$ cat src/rtl/square_pixel_datapath.sv
// rtl/square_pixel_datapath.sv - SIZE x SIZE pixel sweep datapath; SQUARE_BORDER_ONLY_EN plots only the perimeter
module square_pixel_datapath #(
  parameter int X_W       = 8,
  parameter int Y_W       = 7,
  parameter int DATA_W    = 7,
  parameter int COLOUR_W  = 3,
  parameter int SIZE_LOG2 = 2
) (
  input  logic                clock,
  input  logic                reset,
  input  logic                load_en,
  input  logic                ld_x,
  input  logic [DATA_W-1:0]   data_in,
  input  logic [COLOUR_W-1:0] colour_in,
  input  logic                write_en,
  output logic [X_W-1:0]      x_out,
  output logic [Y_W-1:0]      y_out,
  output logic [COLOUR_W-1:0] colour_out,
  output logic                plot,
  output logic                done
);

  localparam int CNT_W = 2 * SIZE_LOG2;
  localparam logic [CNT_W-1:0] CNT_LAST = '1;

  typedef enum logic [1:0] {S_IDLE, S_DRAW, S_DONE} state_t;

  state_t                state;
  logic [X_W-1:0]        x_reg;
  logic [Y_W-1:0]        y_reg;
  logic [COLOUR_W-1:0]   colour_reg;
  logic [CNT_W-1:0]      cnt;
  logic [SIZE_LOG2-1:0]  off_x;
  logic [SIZE_LOG2-1:0]  off_y;
  logic                  pixel_on;

  // Low bits of cnt are the X offset so the scan runs row-major.
  assign off_x = cnt[SIZE_LOG2-1:0];
  assign off_y = cnt[CNT_W-1:SIZE_LOG2];

`ifdef SQUARE_BORDER_ONLY_EN
  assign pixel_on = (off_x == '0) || (off_x == '1) || (off_y == '0) || (off_y == '1);
`else
  assign pixel_on = 1'b1;
`endif

  always_ff @(posedge clock) begin
    if (!reset) begin
      state      <= S_IDLE;
      x_reg      <= '0;
      y_reg      <= '0;
      colour_reg <= '0;
      cnt        <= '0;
      x_out      <= '0;
      y_out      <= '0;
      colour_out <= '0;
      plot       <= 1'b0;
      done       <= 1'b0;
    end else if (load_en) begin
      // A load always aborts whatever sweep is in progress.
      if (ld_x) x_reg <= X_W'(data_in);
      else      y_reg <= Y_W'(data_in);
      colour_reg <= colour_in;
      state      <= S_IDLE;
      cnt        <= '0;
      plot       <= 1'b0;
      done       <= 1'b0;
    end else begin
      case (state)
        S_IDLE: begin
          plot <= 1'b0;
          done <= 1'b0;
          if (write_en) begin
            state <= S_DRAW;
            cnt   <= '0;
          end
        end
        S_DRAW: begin
          if (write_en) begin
            x_out      <= x_reg + X_W'(off_x);
            y_out      <= y_reg + Y_W'(off_y);
            colour_out <= colour_reg;
            plot       <= pixel_on;
            cnt        <= cnt + 1'b1;
            if (cnt == CNT_LAST) state <= S_DONE;
          end else begin
            plot <= 1'b0;
          end
        end
        S_DONE: begin
          plot <= 1'b0;
          done <= 1'b1;
        end
        default: begin
          state <= S_IDLE;
          plot  <= 1'b0;
          done  <= 1'b0;
        end
      endcase
    end
  end

endmodule

$ cat config.mk
export PLATFORM = sky130hd
export DESIGN_NAME = square_pixel_datapath
export DESIGN_NICKNAME = d
export VERILOG_FILES = /design/src/rtl/square_pixel_datapath.sv
export SDC_FILE = /design/constraint.sdc
export NUM_CORES = 1
export LEC_CHECK = 0
export BUFFER_PORTS_ARGS = -buffer_cell sky130_fd_sc_hd__buf_4
export CORE_UTILIZATION = 45
export DETAILED_ROUTE_END_ITERATION = 6
export HOLD_SLACK_MARGIN = 0.05
export PLACE_DENSITY = 0.69
export SETUP_SLACK_MARGIN = 0.3
export SLEW_MARGIN = 20
export SYNTH_ARGS = -nofsm -noshare
export SYNTH_HDL_FRONTEND = slang
export SYNTH_SLANG_ARGS = --single-unit
$ cat constraint.sdc
create_clock -name clock -period 2.15 [get_ports clock]
set_clock_uncertainty 0.15 [all_clocks]
set_input_delay 0.215 -clock clock [delete_from_list [all_inputs] [get_ports clock]]
set_output_delay 0.215 -clock clock [all_outputs]
set_load 0.005 [all_outputs]
### After elaboration in Yosys (flattened, before gate mapping)

Index checks and enable logic that the tools add are counted.

| storage, ports and cells | value |
|---|---|
| register bits | 43 |
| latch bits | 0 |
| RAM bits | 0 |
| ROM bits | 0 |
| bits of input ports | 15 |
| output and inout port bits | 20 |
| logic and storage cells | 42 |
| memories kept | 0 |

| operators by class | value |
|---|---|
| add/subtract/negate cells | 3 |
| multiply operators | 0 |
| divide/modulo/power cells | 0 |
| magnitude comparators | 0 |
| equal/unequal tests | 6 |
| shift-type cells | 0 |
| multiplexer cells | 9 |
| bitwise gates (word level) | 5 |
| reduce and logical (&&, ||, !) cells | 9 |

Operator list:

| cell | number |
|---|---|
| $add 7x2->8 | 1 |
| $mux 4 | 2 |
| $pmux 4 s2 | 1 |
| $add 7x2->7 | 1 |
| $mux 2 | 3 |
| $ne 2x2->1 const B | 3 |
| $pmux 2 s3 | 1 |
| $reduce_and 3->1 | 2 |
| $not 1->1 | 5 |
| $add 4x1->4 const B | 1 |
| $eq 4x4->1 const B | 1 |
| $reduce_and 2->1 | 2 |
| $reduce_and 4->1 | 1 |
| $reduce_or 3->1 | 1 |
| $eq 2x1->1 const B | 1 |
| $eq 2x2->1 const B | 1 |
| $logic_not 2->1 | 1 |
| $pmux 1 s2 | 1 |
| $reduce_bool 2->1 | 1 |
| $reduce_or 2->1 | 1 |
| $mux 1 | 1 |

### Depth between registers and ports, before layout

| depth | value |
|---|---|
| depth after elaboration | 4 |
| depth in mapped cells | 6 |
| gate-level depth less buffers | 6 |

### Least setup slack after synthesis

Ideal clock, no wire load.

| path | value |
|---|---|
| path kind | register -> register |
| start | reg cnt[2] |
| end | reg y_out[6] |
| setup time | 74 ps |
| arrival time | 1644 ps |
| required time | 1926 ps |
| path slack | 282 ps |
| stages on the path, launching flop included | 7 |
| buffers on the path | 0 |
| period minus slack after synthesis | 1868 ps |
| cells stage by stage | dfxtp_1 > ha_1 > inv_1 > fa_1 > nand3b_1 > or3_1 > a31oi_1 |

| on the way | value |
|---|---|
| longest elaborated chain between the ends | 1 |

RTL lines:

| what | line | text |
|---|---|---|
| start: declaration | 32 | `logic [CNT_W-1:0] cnt;` |
| start signal: assignment | 84 | `cnt <= cnt + 1'b1;` |
| $add 7x2->7 | 81 | `y_out <= y_reg + Y_W'(off_y);` |
| end signal: assignment | 81 |  |
| end: declaration | 17 | `output logic [Y_W-1:0] y_out,` |

Every way passes these cells.
A chain may end at the register's enable or synchronous reset.

### Worst setup path in the final report

| path | value |
|---|---|
| start | reg y_reg[0] |
| end | reg y_out[6] |

| on the way | value |
|---|---|
| longest elaborated chain between the ends | 1 |

RTL lines:

| what | line | text |
|---|---|---|
| start: declaration | 30 | `logic [Y_W-1:0] y_reg;` |
| start signal: assignment | 62 | `else y_reg <= Y_W'(data_in);` |
| $add 7x2->7 | 81 |  |

Every way passes these cells.

==> flow_summary_export.csv <==
group,metric,value,unit
clocking,clock-root-buffer,"clkbuf_8",
synth,async_flop_share,0,%
cells_and_area,multi_input_area,998,sq um
global_route,antenna_found_initial,0,
clocking,clock_path_buffers,2,
routing,wl_per_cell,13.5,um
routing,detail-route-antenna-nets,0,
cells_and_area,n_fill_cell,380,
critical_path,cp_num_cells,6,
global_route,track_usage,21.3,%
critical_path,crit_buf_inv,1,
timing,finalSetupTns,0,ns
synth,synth_fp_nets,234,
timing,slew_headroom,69.3,%
critical_path,cp_top_family,"simple AND/OR/NAND/NOR gates",
cells_and_area,drive_above_1_share,21.2,%
timing,maxSlewViolCount,0,
floorplanning,row_count,23,
synth,avgSynthCellArea,9.06,sq um
synth,ys.flop_type,"dfxtp_1",
flow_run,cap_violations,0,
floorplanning,die-area,4530,sq um
cells_and_area,mostFrequentLayoutCell,"dfxtp_1",
routing,num_vias,1631,
global_route,use_met3,4.05,%
place,gp_congestion,0.749,
critical_path,crit_required,2.23,ns
power,leakage,0.998,nW
floorplanning,start_util,47.3,%
power,power_density,661,nW/um^2
timing,final-hold-violation-count,0,
floorplanning,core_area,4060,sq um
critical_path,cp-end-kind,"flip-flop",
timing,tightest_slew,0.460,ns
clocking,clkLatencyLatePin,0.30,ns
routing,drc_errors,0,
place,place_inst,285,
routing,via_per_inst,5.35,
routing,drt_iter0_markers,129,
clocking,cts_tree,"built",
critical_path,max_stage_delay,0.36,ns
worst_hold_path,min_path_cells,3,
floorplanning,chipHeight,67.3,um
clocking,clock_sinks,43,
global_route,grt_max_degree,38,
timing,fin_crit_sh,82.5,%
global_route,grt_pass1_wl,7040,um
critical_path,worstSetupPathType,"flip-flop to flip-flop",
cells_and_area,final_cell_mix,"dfxtp_1, buf_4, nand2_1",
timing,finalSetupViolations,0,
synth,syn_area,1920,sq um
synth,ys_warn_count,0,
place,hpwl,2760,um
cells_and_area,final_util,60.8,%
routing,drt-total-wl,4130,um
cells_and_area,regMostFlops,"x_out",
cells_and_area,ff_latch_area,866,sq um
clocking,clk_pin_slew_worst_paths,0.09,ns
cells_and_area,antenna_cells,0,
critical_path,start_kind,"flip-flop",
synth,synth_cells,212,
status,status,"completed",
power,ir_drop,0.000525,V
global_route,grt_pass1_vias,1537,
cells_and_area,fin_cells,305,
worst_hold_path,hold_class,"primary input to flip-flop",
clocking,ctsHtreeMaxLevel,2,
critical_path,crit_fanout,2,
critical_path,crit_chain,"ha_2 > inv_1 > fa_2 > nand3b_1 > or3_1 > a31oi_1",
synth,ys_seq_area_share,44.8,%
global_route,grt_overflow_total,0,
critical_path,rr_worst_depth,6,
critical_path,cp_slowest_cell,"or3_1",
synth,ys_ff_latch,43,
global_route,top_usage_layer,"met2",
routing,dr.pass1.iters,4,
timing,max_freq,564,MHz
timing,rsz0062_at_grt,"yes",
global_route,grtUsageMet2,32.6,%
global_route,use_met1,28.6,%
synth,netlist-cell-type-count,37,
clocking,cts_buffers,5,
critical_path,arrival,1.86,ns
floorplanning,chipWidth,67.3,um
cells_and_area,final_nets,276,
cells_and_area,largest_reg_flops,8,
timing,finalCriticalPeriod,1.77,ns
cells_and_area,synthToLayoutAreaGrowth,28.5,%
place,io_buffers,34,
floorplanning,pin_count,35,
synth,synth_edf_count,0,
cell usage after synthesis, drive strengths merged, types with 2 or more instances:
library cell  number  area (sq um)
and4               2          17.5
nor2b             13          81.3
a21oi              9          45.0
fa                 2          40.0
xnor2              2          17.5
xor2               2          17.5
nand3b             2          15.0
mux2i             10           100
o211a              2          20.0
a21boi            15           113
nor2               3          11.3
nand2b             3          18.8
clkbuf             7          26.3
nand3             11          55.1
dfxtp             43           861
inv                7          26.3
nand2             30           113
o21ai             14          70.1
buf                6          31.3
or3                5          31.3
or4b               2          20.0
a31oi              6          37.5
ha                 5          62.6
nor4bb             2          20.0
final timing paths:
kind | startpoint | end | slack [ns]
setup / recovery | y_reg[0] | y_out[6] | 0.38
hold / removal | ld_x | x_reg[2] | 0.09
setup reg to reg | y_reg[0] | y_out[6] | 0.38
hold reg to reg | colour_reg[0] | colour_out[0] | 0.30
area by class of cell:
| type | instances | share of cell area (%) |
|---|---|---|
| Multi-Input combinational cell | 149 | 40.4 |
| Sequential cell | 43 | 35.1 |
| Timing Repair Buffer | 48 | 16.1 |
| Clock buffer | 6 | 3.35 |
| Tap cell | 50 | 2.53 |
| Clock inverter | 2 | 1.42 |
| Inverter | 7 | 1.06 |
what timing repair did:
action	in CTS	in global routing
pin swaps	0	1
gates resized for setup	1	5
setup endpoints to repair	2	4
hold buffers	10	0
hold endpoints to repair	15	0
setup buffers	2	0
routing by layer:
layer	vias up	share of wire, %
li1	816	-
met1	765	47
met2	40	45
met5	-	0
met4	0	2.4
met3	10	5.5
worst reg2reg max path, cell delays in order (launching register included):
cell,delay [ns]
dfxtp_2,0.33
ha_2,0.17
inv_1,0.05
fa_2,0.34
nand3b_1,0.18
or3_1,0.36
a31oi_1,0.12
cells by family (layout without fill, tap and decap cells):
| logic type | count (synthesis) | in the layout | synth area share [%] |
|---|---|---|---|
| compound gates | 49 | 49 | 16.1 |
| flops | 43 | 43 | 44.8 |
| buf+inv | 20 | 63 | 4.37 |
| xor+xnor | 4 | 4 | 1.82 |
| simple gates | 79 | 79 | 22.3 |
| mux | 10 | 10 | 5.21 |
| fa+ha+maj | 7 | 7 | 5.34 |
report_power, final:
part           internal [W]  switching, W  total (W)  leakage (nW)
combinational     0.0000714     0.0000590   0.000130         0.586
clock              0.000376      0.000287   0.000663        0.0612
sequential         0.000818     0.0000207   0.000839         0.351
metrics by stage:
step	total power (W)	cell area (sq um)	hold WS, ns	worst slack (ns)
2_1_floorplan	0.000921	1920	0.221	0.325
3_3_place_gp	0.000973	2220	0.290	0.272
3_5_place_dp	0.000974	2220	0.296	0.231
4_1_cts	0.00164	2460	0.0784	0.295
5_1_grt	0.00170	2470	0.107	0.269
6_report	0.00163	2470	0.0865	0.377
Note: power is estimated with default switching activity, not from simulation.
